[src/rtl/mem_copy_defs.sv]
// Shared definitions for the memory copy engine: FSM state encodings and default widths.
package mem_copy_defs;

  localparam int DEF_ADDR_WIDTH = 6;
  localparam int DEF_DATA_WIDTH = 16;

  typedef enum logic [1:0] {
    S_IDLE  = 2'd0,
    S_READ  = 2'd1,
    S_WRITE = 2'd2,
    S_DONE  = 2'd3
  } state_t;

endpackage

[src/rtl/copy_addr_gen.sv]
// Read/write pointer and remaining-count generator for the copy engine.
// Loads start pointers for the chosen direction, then steps once per copied word.
module copy_addr_gen
  import mem_copy_defs::*;
#(
  parameter int ADDR_WIDTH = DEF_ADDR_WIDTH
) (
  input  logic                  clk,
  input  logic                  rst,
  input  logic                  i_load,
  input  logic                  i_step,
  input  logic                  i_dir,
  input  logic [ADDR_WIDTH-1:0] i_src,
  input  logic [ADDR_WIDTH-1:0] i_dst,
  input  logic [ADDR_WIDTH:0]   i_len,
  output logic [ADDR_WIDTH-1:0] o_rd_ptr,
  output logic [ADDR_WIDTH-1:0] o_wr_ptr,
  output logic                  o_last
);

  localparam logic [ADDR_WIDTH:0] MAX_LEN = {1'b1, {ADDR_WIDTH{1'b0}}};

  logic [ADDR_WIDTH-1:0] r_rd_ptr;
  logic [ADDR_WIDTH-1:0] r_wr_ptr;
  logic [ADDR_WIDTH:0]   r_remaining;
  logic                  r_desc;
  logic [ADDR_WIDTH:0]   w_len;
  logic [ADDR_WIDTH-1:0] w_span;

  assign w_len  = (i_len > MAX_LEN) ? MAX_LEN : i_len;
  // Offset of the last word; address arithmetic wraps naturally at ADDR_WIDTH bits.
  assign w_span = ADDR_WIDTH'(w_len - (ADDR_WIDTH+1)'(1));

  always_ff @(posedge clk) begin
    if (rst) begin
      r_rd_ptr    <= '0;
      r_wr_ptr    <= '0;
      r_remaining <= '0;
      r_desc      <= 1'b0;
    end else if (i_load) begin
      r_desc      <= i_dir;
      r_rd_ptr    <= i_dir ? i_src + w_span : i_src;
      r_wr_ptr    <= i_dir ? i_dst + w_span : i_dst;
      r_remaining <= w_len;
    end else if (i_step) begin
      r_rd_ptr    <= r_desc ? r_rd_ptr - ADDR_WIDTH'(1) : r_rd_ptr + ADDR_WIDTH'(1);
      r_wr_ptr    <= r_desc ? r_wr_ptr - ADDR_WIDTH'(1) : r_wr_ptr + ADDR_WIDTH'(1);
      r_remaining <= r_remaining - (ADDR_WIDTH+1)'(1);
    end
  end

  assign o_rd_ptr = r_rd_ptr;
  assign o_wr_ptr = r_wr_ptr;
  assign o_last   = (r_remaining == (ADDR_WIDTH+1)'(1));

endmodule

[src/rtl/mem_copy_engine.sv]
// memmove-safe word copier driving a single-port memory with one-cycle registered read.
// Alternates READ/WRITE per word; direction chosen so overlapping ranges copy correctly.
module mem_copy_engine
  import mem_copy_defs::*;
#(
  parameter int ADDR_WIDTH = DEF_ADDR_WIDTH,
  parameter int DATA_WIDTH = DEF_DATA_WIDTH
) (
  input  logic                  clk,
  input  logic                  rst,
  input  logic                  start,
  input  logic [ADDR_WIDTH-1:0] src,
  input  logic [ADDR_WIDTH-1:0] dst,
  input  logic [ADDR_WIDTH:0]   len,
  output logic                  busy,
  output logic                  done,
  output logic                  mem_we,
  output logic [ADDR_WIDTH-1:0] mem_addr,
  output logic [DATA_WIDTH-1:0] mem_data,
  input  logic [DATA_WIDTH-1:0] mem_out
);

  state_t                r_state;
  state_t                w_next;
  logic [ADDR_WIDTH-1:0] r_addr_hold;
  logic [DATA_WIDTH-1:0] r_data_hold;
  logic [ADDR_WIDTH-1:0] w_rd_ptr;
  logic [ADDR_WIDTH-1:0] w_wr_ptr;
  logic                  w_last;
  logic                  w_load;
  logic                  w_step;

  assign w_load = (r_state == S_IDLE) && start;
  assign w_step = (r_state == S_WRITE);

  copy_addr_gen #(.ADDR_WIDTH(ADDR_WIDTH)) u_addr_gen (
    .clk      (clk),
    .rst      (rst),
    .i_load   (w_load),
    .i_step   (w_step),
    .i_dir    (dst > src),
    .i_src    (src),
    .i_dst    (dst),
    .i_len    (len),
    .o_rd_ptr (w_rd_ptr),
    .o_wr_ptr (w_wr_ptr),
    .o_last   (w_last)
  );

  always_ff @(posedge clk) begin
    if (rst) begin
      r_state     <= S_IDLE;
      r_addr_hold <= '0;
      r_data_hold <= '0;
    end else begin
      r_state     <= w_next;
      r_addr_hold <= mem_addr;
      r_data_hold <= mem_data;
    end
  end

  always_comb begin
    w_next = r_state;
    case (r_state)
      S_IDLE:  if (start) w_next = (len == '0) ? S_DONE : S_READ;
      S_READ:  w_next = S_WRITE;
      S_WRITE: w_next = w_last ? S_DONE : S_READ;
      S_DONE:  w_next = S_IDLE;
      default: w_next = S_IDLE;
    endcase
  end

  // Address/data hold their last driven value outside READ/WRITE.
  always_comb begin
    busy     = 1'b0;
    done     = 1'b0;
    mem_we   = 1'b0;
    mem_addr = r_addr_hold;
    mem_data = r_data_hold;
    case (r_state)
      S_READ: begin
        busy     = 1'b1;
        mem_addr = w_rd_ptr;
      end
      S_WRITE: begin
        busy     = 1'b1;
        mem_we   = 1'b1;
        mem_addr = w_wr_ptr;
        mem_data = mem_out;
      end
      S_DONE:  done = 1'b1;
      default: ;
    endcase
  end

endmodule

[config.mk]
export PLATFORM = sky130hd
export DESIGN_NAME = mem_copy_engine
export DESIGN_NICKNAME = d
export VERILOG_FILES = /design/src/rtl/mem_copy_defs.sv /design/src/rtl/copy_addr_gen.sv /design/src/rtl/mem_copy_engine.sv
export SDC_FILE = /design/constraint.sdc
export NUM_CORES = 1
export LEC_CHECK = 0
export ABC_AREA = 1
export CORE_UTILIZATION = 48
export DETAILED_ROUTE_END_ITERATION = 7
export HOLD_SLACK_MARGIN = 0.08
export PLACE_DENSITY = 0.88
export SYNTH_ARGS = -nofsm -noshare
export SYNTH_HDL_FRONTEND = slang
export SYNTH_SLANG_ARGS = --single-unit
[constraint.sdc]
create_clock -name clk -period 2.1 [get_ports clk]
set_input_delay 0.42 -clock clk [delete_from_list [all_inputs] [get_ports clk]]
set_output_delay 0.42 -clock clk [all_outputs]
set_load 0.01 [all_outputs]
Yosys cells after proc, flatten, opt, wreduce, memory -nomap -nowiden
Cells that the tools add are included.

Shifts and indexed selects: 0. Mux-type cells: 20. Bitwise logic cells: 0. Add/subtract/negate cells: 8. Div/mod/pow operators: 0. Multiply operators: 0. Order comparisons: 2. Equal/unequal tests: 5. Reduce and logical (&&, ||, !) cells: 5.

Operators with widths (count): 6-bit 2-to-1 mux (8); 7-bit 2-to-1 mux (3); 6-bit by 1-bit subtractor with 6-bit output, second input constant (3); 16-bit 2-to-1 mux (1); 6-bit by 1-bit adder with 6-bit output, second input constant (2); 6-bit adder (2); 6-bit one-hot mux with 2 select lines (1); 2-bit one-hot mux with 4 select lines (1); 7-bit by 1-bit equality test with 1-bit output, second input constant (1); 7-bit greater-than comparator, second input constant (1); 7-bit logical NOT (1); 7-bit by 1-bit subtractor with 7-bit output, second input constant (1); 6-bit greater-than comparator (1); 2-bit 2-to-1 mux (3); 2-bit equality test, second input constant (2); 1-bit 2-to-1 mux (3); 2-bit by 1-bit equality test with 1-bit output, second input constant (1); 2-bit logical NOT (1); 2-bit inequality test, second input constant (1); 2-bit nonzero test (1); 2-bit OR reduction (1); 1-bit logical AND (1).

Logic and storage cells: 47. Bits in latches: 0. Bits in writable memories: 0. Memories: 0. Bits in read-only memories: 0. Output and inout bits: 25. Bits in registers: 44.

Logic depth before layout (Yosys ltp)
Depth in word-level cells: 6. Depth in mapped cells: 19. Depth with buffers taken out: 19.

Modules after synthesis
From an unflattened synthesis, not the netlist that was laid out.

Cells, all modules: 493. Area total of the unflattened synthesis: 3288.2 um^2.

By module, submodules not included: copy_addr_gen (area each 1978.1 um^2, seq. area each 400.4 um^2, instances 1, cells an instance 293); mem_copy_engine (area each 1310.0 um^2, seq. area each 480.5 um^2, instances 1, cells an instance 200).

Worst setup path after synthesis
Ideal clock, no wire load.

Kind: in2reg. From: input port len[2]. To: register u_addr_gen.r_rd_ptr[5] (netlist: u_addr_gen.o_rd_ptr[5]). Data arrival time: 2.208 ns. Stages on the path: 19. Setup slack: -0.178 ns. Setup time: 0.070 ns. Cells stage by stage: nor2_1 nand3_1 nand2_1 nand2_1 ha_1 nand3_1 xor2_1 ha_1 nand2_1 inv_1 nand2_1 nand2_1 nor2_1 inv_1 nand3_1 nand3_1 nand2_1 nand3_1 a21oi_1.

Word-level cells in the longest chain between the ends: 6.

RTL lines: start: declaration (line mem_copy_engine.sv:14) `input logic [ADDR_WIDTH:0] len,`; 7-bit greater-than comparator (line copy_addr_gen.sv:30) `assign w_len = (i_len > MAX_LEN) ? MAX_LEN : i_len;`; 7-bit 2-to-1 mux (*) (line copy_addr_gen.sv:30); 6-bit by 1-bit subtractor with 6-bit output (*) (line copy_addr_gen.sv:32) `assign w_span = ADDR_WIDTH'(w_len - (ADDR_WIDTH+1)'(1));`; 6-bit adder (*) (line copy_addr_gen.sv:42) `r_rd_ptr <= i_dir ? i_src + w_span : i_src;`; 6-bit 2-to-1 mux (*) (line copy_addr_gen.sv:42); 6-bit 2-to-1 mux (*) (line copy_addr_gen.sv:40) `end else if (i_load) begin`; end signal: assignment (line copy_addr_gen.sv:42); end signal: assignment (line copy_addr_gen.sv:46) `r_rd_ptr <= r_desc ? r_rd_ptr - ADDR_WIDTH'(1) : r_rd_ptr + ADDR_WIDTH'(1);`; end: declaration (line copy_addr_gen.sv:23) `logic [ADDR_WIDTH-1:0] r_rd_ptr;`.

Mark *: on every way between the ends. The rest lies on a longest branch, timed or not. A chain may end at the register's enable or synchronous reset.

Worst setup path in the final report
From: input port len[5]. To: register u_addr_gen.r_wr_ptr[5] (netlist: u_addr_gen.o_wr_ptr[5]).

Word-level cells in the longest chain between the ends: 6.

RTL lines: 7-bit greater-than comparator (line copy_addr_gen.sv:30); 7-bit 2-to-1 mux (*) (line copy_addr_gen.sv:30); 6-bit by 1-bit subtractor with 6-bit output (*) (line copy_addr_gen.sv:32); 6-bit adder (*) (line copy_addr_gen.sv:43) `r_wr_ptr <= i_dir ? i_dst + w_span : i_dst;`; 6-bit 2-to-1 mux (*) (line copy_addr_gen.sv:43); 6-bit 2-to-1 mux (*) (line copy_addr_gen.sv:40); end signal: assignment (line copy_addr_gen.sv:43); end signal: assignment (line copy_addr_gen.sv:47) `r_wr_ptr <= r_desc ? r_wr_ptr - ADDR_WIDTH'(1) : r_wr_ptr + ADDR_WIDTH'(1);`; end: declaration (line copy_addr_gen.sv:24) `logic [ADDR_WIDTH-1:0] r_wr_ptr;`.

Marks and branches as above.

==> results.ini <==
[power]
share_clk_of_total_power_pct = 11.2
switching_share_pct = 45.1
p_per_area_nw_per_um2 = 914
p_leak_uw = 0.00252
p_total_uw = 4580
seqPwrFrac_pct = 27.0
comb_power_share_pct = 61.8
netSwitchingPower_uw = 2060
irDropWorstVdd_mv = 0.566
intPower_uw = 2520

[routing]
vias_per_cell = 5.72
average_detailed_routed_wire_length_per_instance_um = 16.5
detail_route.wirelength_um = 11300
detail_route.drc_violations = 0
drt_first_iter_violations = 405
antenna_violating_nets_post_route = 0
vias = 3920
drt_pre_antenna_iters = 7

[place]
post-place-ws_ns = -0.916
detailed_place.area_um2 = 4430
io_buffers = 62
place_inst = 665
hpwl_um = 7340
globalplace.congestion = 0.936

[min_path]
min-delay-path-class = flop to flop
worstHoldEndpoint = r_data_hold[0]$_SDFF_PP0_
hp-start = r_data_hold[0]$_SDFF_PP0_
min_delay_path_depth = 2

[setup_path]
slowest_stage = xor2_4
crit_path_end_kind = flop
rr_startpoint = u_addr_gen.r_desc$_SDFFE_PP0P_
critical_path_class = input pin to flop
reg2reg_to = u_addr_gen.o_wr_ptr[3]$_SDFFE_PP0P_
cp_common_cell = nand3_2
setup.worst_path.start_class = input pin
worst_path_largest_cell_delay_ns = 0.25
critical_path_required_ns = 2.29
worst-path-max-fanout = 3
arrival_ns = 2.57
critical_path_cell_list = buf_6 > nor2_4 > nand3_2 > nand2_2 > nand2_4 > ha_4 > nand3_4 > xor2_4 > buf_6 > ha_4 > nand2_4 > inv_2 > nand2_2 > nand3_2 > nand3b_1 > nand3_1 > nand2_1 > nand3_2 > a21oi_1
reg2reg_slack_ns = 0.27
worst_r2r_path_depth = 9

[clocking]
tritoncts.num_buffers = 5
clkTransAtPathRegs_ns = 0.08
clock_sink_count = 44
htree_levels = 2
clock-root-buffer = clkbuf_8
cts_tree = yes
clock_tree.buffer_depth = 2
insertion_delay_ns = 0.30

[yosys]
yosys.cell_count.top_type = nand2_1
ys_seq_area_share_pct = 26.8
synth.ff_latch_count = 44
synth.cells.most_frequent = nand2_1, a21oi_1, inv_1
synth_top_area_share_pct = 26.8
number_of_enable_flip_flop_cells_after_synthesis = 0
postSynth.topFlopCell = dfxtp_1
synth.yosys.warnings = 0
synth.lib_cells_used.distinct = 36
syn-mean-instance-area_um2 = 6.85
netlist_area_before_placement_um2 = 3280
mappedNetlistNets = 555
synth.top_cells.by_area = dfxtp_1, nand2_1, ha_1, a21oi_1, inv_1
post_synthesis_cells = 479
synthDominantAreaCellType = dfxtp_1
async_flop_share_pct = 0

[timing]
fin_worst_skew_ns = 0.00570
layout_min_cycle_time_ns = 2.38
setup_ws_ns = -0.284
rsz0062_at_grt = yes
drv_slew = 0
worst_pin_slew_ns = 0.468
relSlewSlack_pct = 68.4
setup_viol_count_final = 7
max_clock_freq_ghz = 0.419
finalHoldViolCount = 0
layout_worst_path_cycle_share_pct = 114

[floorplan]
floorplan.die.width_um = 84.7
design.core.area_um2 = 6460
ios = 63
initial_core_utilization_pct = 50.8
chipHeight_um = 84.7
fp.dieArea_um2 = 7170
fp-row-count = 29

[global_routing]
vias_in_the_first_global_route = 3755
grt_pass1_wl_um = 16800
antenna_found_initial = 0
grt_resource_usage_total_pct = 29.2
grt_overflow = 0
grt_start_max_net_pins = 27

[layout]
finish.net_count = 684
area_growth_syn_to_layout_pct = 52.7
layout.cell_area.non_filler_um2 = 5010
fin_cells = 685
antenna_cells = 0
drive_above_1_share_pct = 29.3

[status]
violations_in_the_final_reports = negative setup slack
run_status = complete, but fails checks

[job]
maxCapViolCount = 0

==> power groups by stage <==
stage / clock network (uW) / registers (uW) / logic, uW
2_1_floorplan: 0 / 1190 / 1550
3_3_place_gp: 0 / 1210 / 2410
3_5_place_dp: 0 / 1220 / 2500
4_1_cts: 520 / 1210 / 2540
5_1_grt: 554 / 1250 / 3100
6_report: 514 / 1240 / 2830
==> registers in the layout, indices dropped and copies added (netlist names) <==
name and flops:
r_data_hold 16, u_addr_gen.r_remaining 7, r_addr_hold 6, u_addr_gen.o_rd_ptr 6
u_addr_gen.o_wr_ptr 6, r_state 2, u_addr_gen.r_desc 1
==> layer usage <==
layer | GRT usage, % | share of wire [%]
met5 | 0 | 0
met4 | 14.0 | 4.7
met3 | 5.21 | 6.5
met2 | 52.5 | 51
met1 | 33.4 | 38
==> area by class of cell <==
class,count,area [um^2]
clock buffer,5,68.8
inverter,55,230
timing repair buffer,137,1200
clock inverter,2,12.5
sequential,44,886
tap,77,96.3
fill,403,1450
multi-input combinational,365,2520
==> kinds of logic (layout without fill, tap and decap cells) <==
group                    count (synthesis)  in the layout  share of synthesized area [%]
AO/OA/AOI/OAI                          113            113                           19.3
buffers and inverters                   70            199                           8.92
XOR/XNOR                                13             13                           3.47
flip-flops                              44             44                           26.8
AND/OR/NAND/NOR                        201            201                           26.1
adder cells (fa/ha/maj)                 38             38                           15.4
==> worst max-delay path, delay by kind of cell <==
| family | cells | cell delay (ns) |
|---|---|---|
| simple gates | 12 | 1.15 |
| fa+ha+maj | 2 | 0.40 |
| buf+inv | 3 | 0.28 |
| xor+xnor | 1 | 0.25 |
| compound gates | 1 | 0.06 |
==> metrics by stage <==
step / utilization, % / TNS, ns / hold WS (ns)
6_report: 77.6 / -1.18 / 0.469
5_1_grt: 77.6 / -1.78 / 0.477
4_1_cts: 72.7 / -0.292 / 0.460
3_5_place_dp: 68.6 / -8.69 / 0.463
3_3_place_gp: 68.6 / -6.67 / 0.455
2_1_floorplan: - / -0.259 / 0.447
==> worst max path at each step <==
stage | startpoint | endpoint | slack (ns) | depth (start not counted)
2_1_floorplan | len[3] | u_addr_gen.o_rd_ptr[5]$_SDFFE_PP0P_ | -0.13 | 19
3_3_place_gp | len[3] | u_addr_gen.o_rd_ptr[5]$_SDFFE_PP0P_ | -0.75 | 19
3_5_place_dp | len[3] | u_addr_gen.o_rd_ptr[5]$_SDFFE_PP0P_ | -0.92 | 18
4_1_cts | len[4] | u_addr_gen.o_rd_ptr[5]$_SDFFE_PP0P_ | -0.11 | 16
5_1_grt | len[4] | u_addr_gen.o_rd_ptr[5]$_SDFFE_PP0P_ | -0.43 | 16
6_report | len[5] | u_addr_gen.o_wr_ptr[5]$_SDFFE_PP0P_ | -0.28 | 19
==> placed cells by master (no fill, tap or decap), types with 7 or more instances in the layout <==
cell type	instances
ha_4	12
xor2_1	7
dlymetal6s2s_1	10
nand2_1	120
ha_1	21
buf_6	11
inv_1	42
nand3_1	8
a31oi_1	11
buf_4	67
o21ai_0	29
nor2_1	22
dlygate4sd2_1	17
nand2_2	7
clkdlybuf4s50_1	21
nand3_2	7
inv_2	8
a21oi_2	7
nand4_1	8
a21oi_1	45
dfxtp_1	42
nor2_4	7
==> repair_timing <==
action | CTS | global route
endpoints found under the hold margin | 0 | 0
resized for setup | 110 | 73
endpoints found under the setup margin | 34 | 26
hold buffers | 0 | 0
buffers inserted | 6 | 8
pin swaps | 31 | 29
Note: power is estimated with default switching activity, not from simulation.
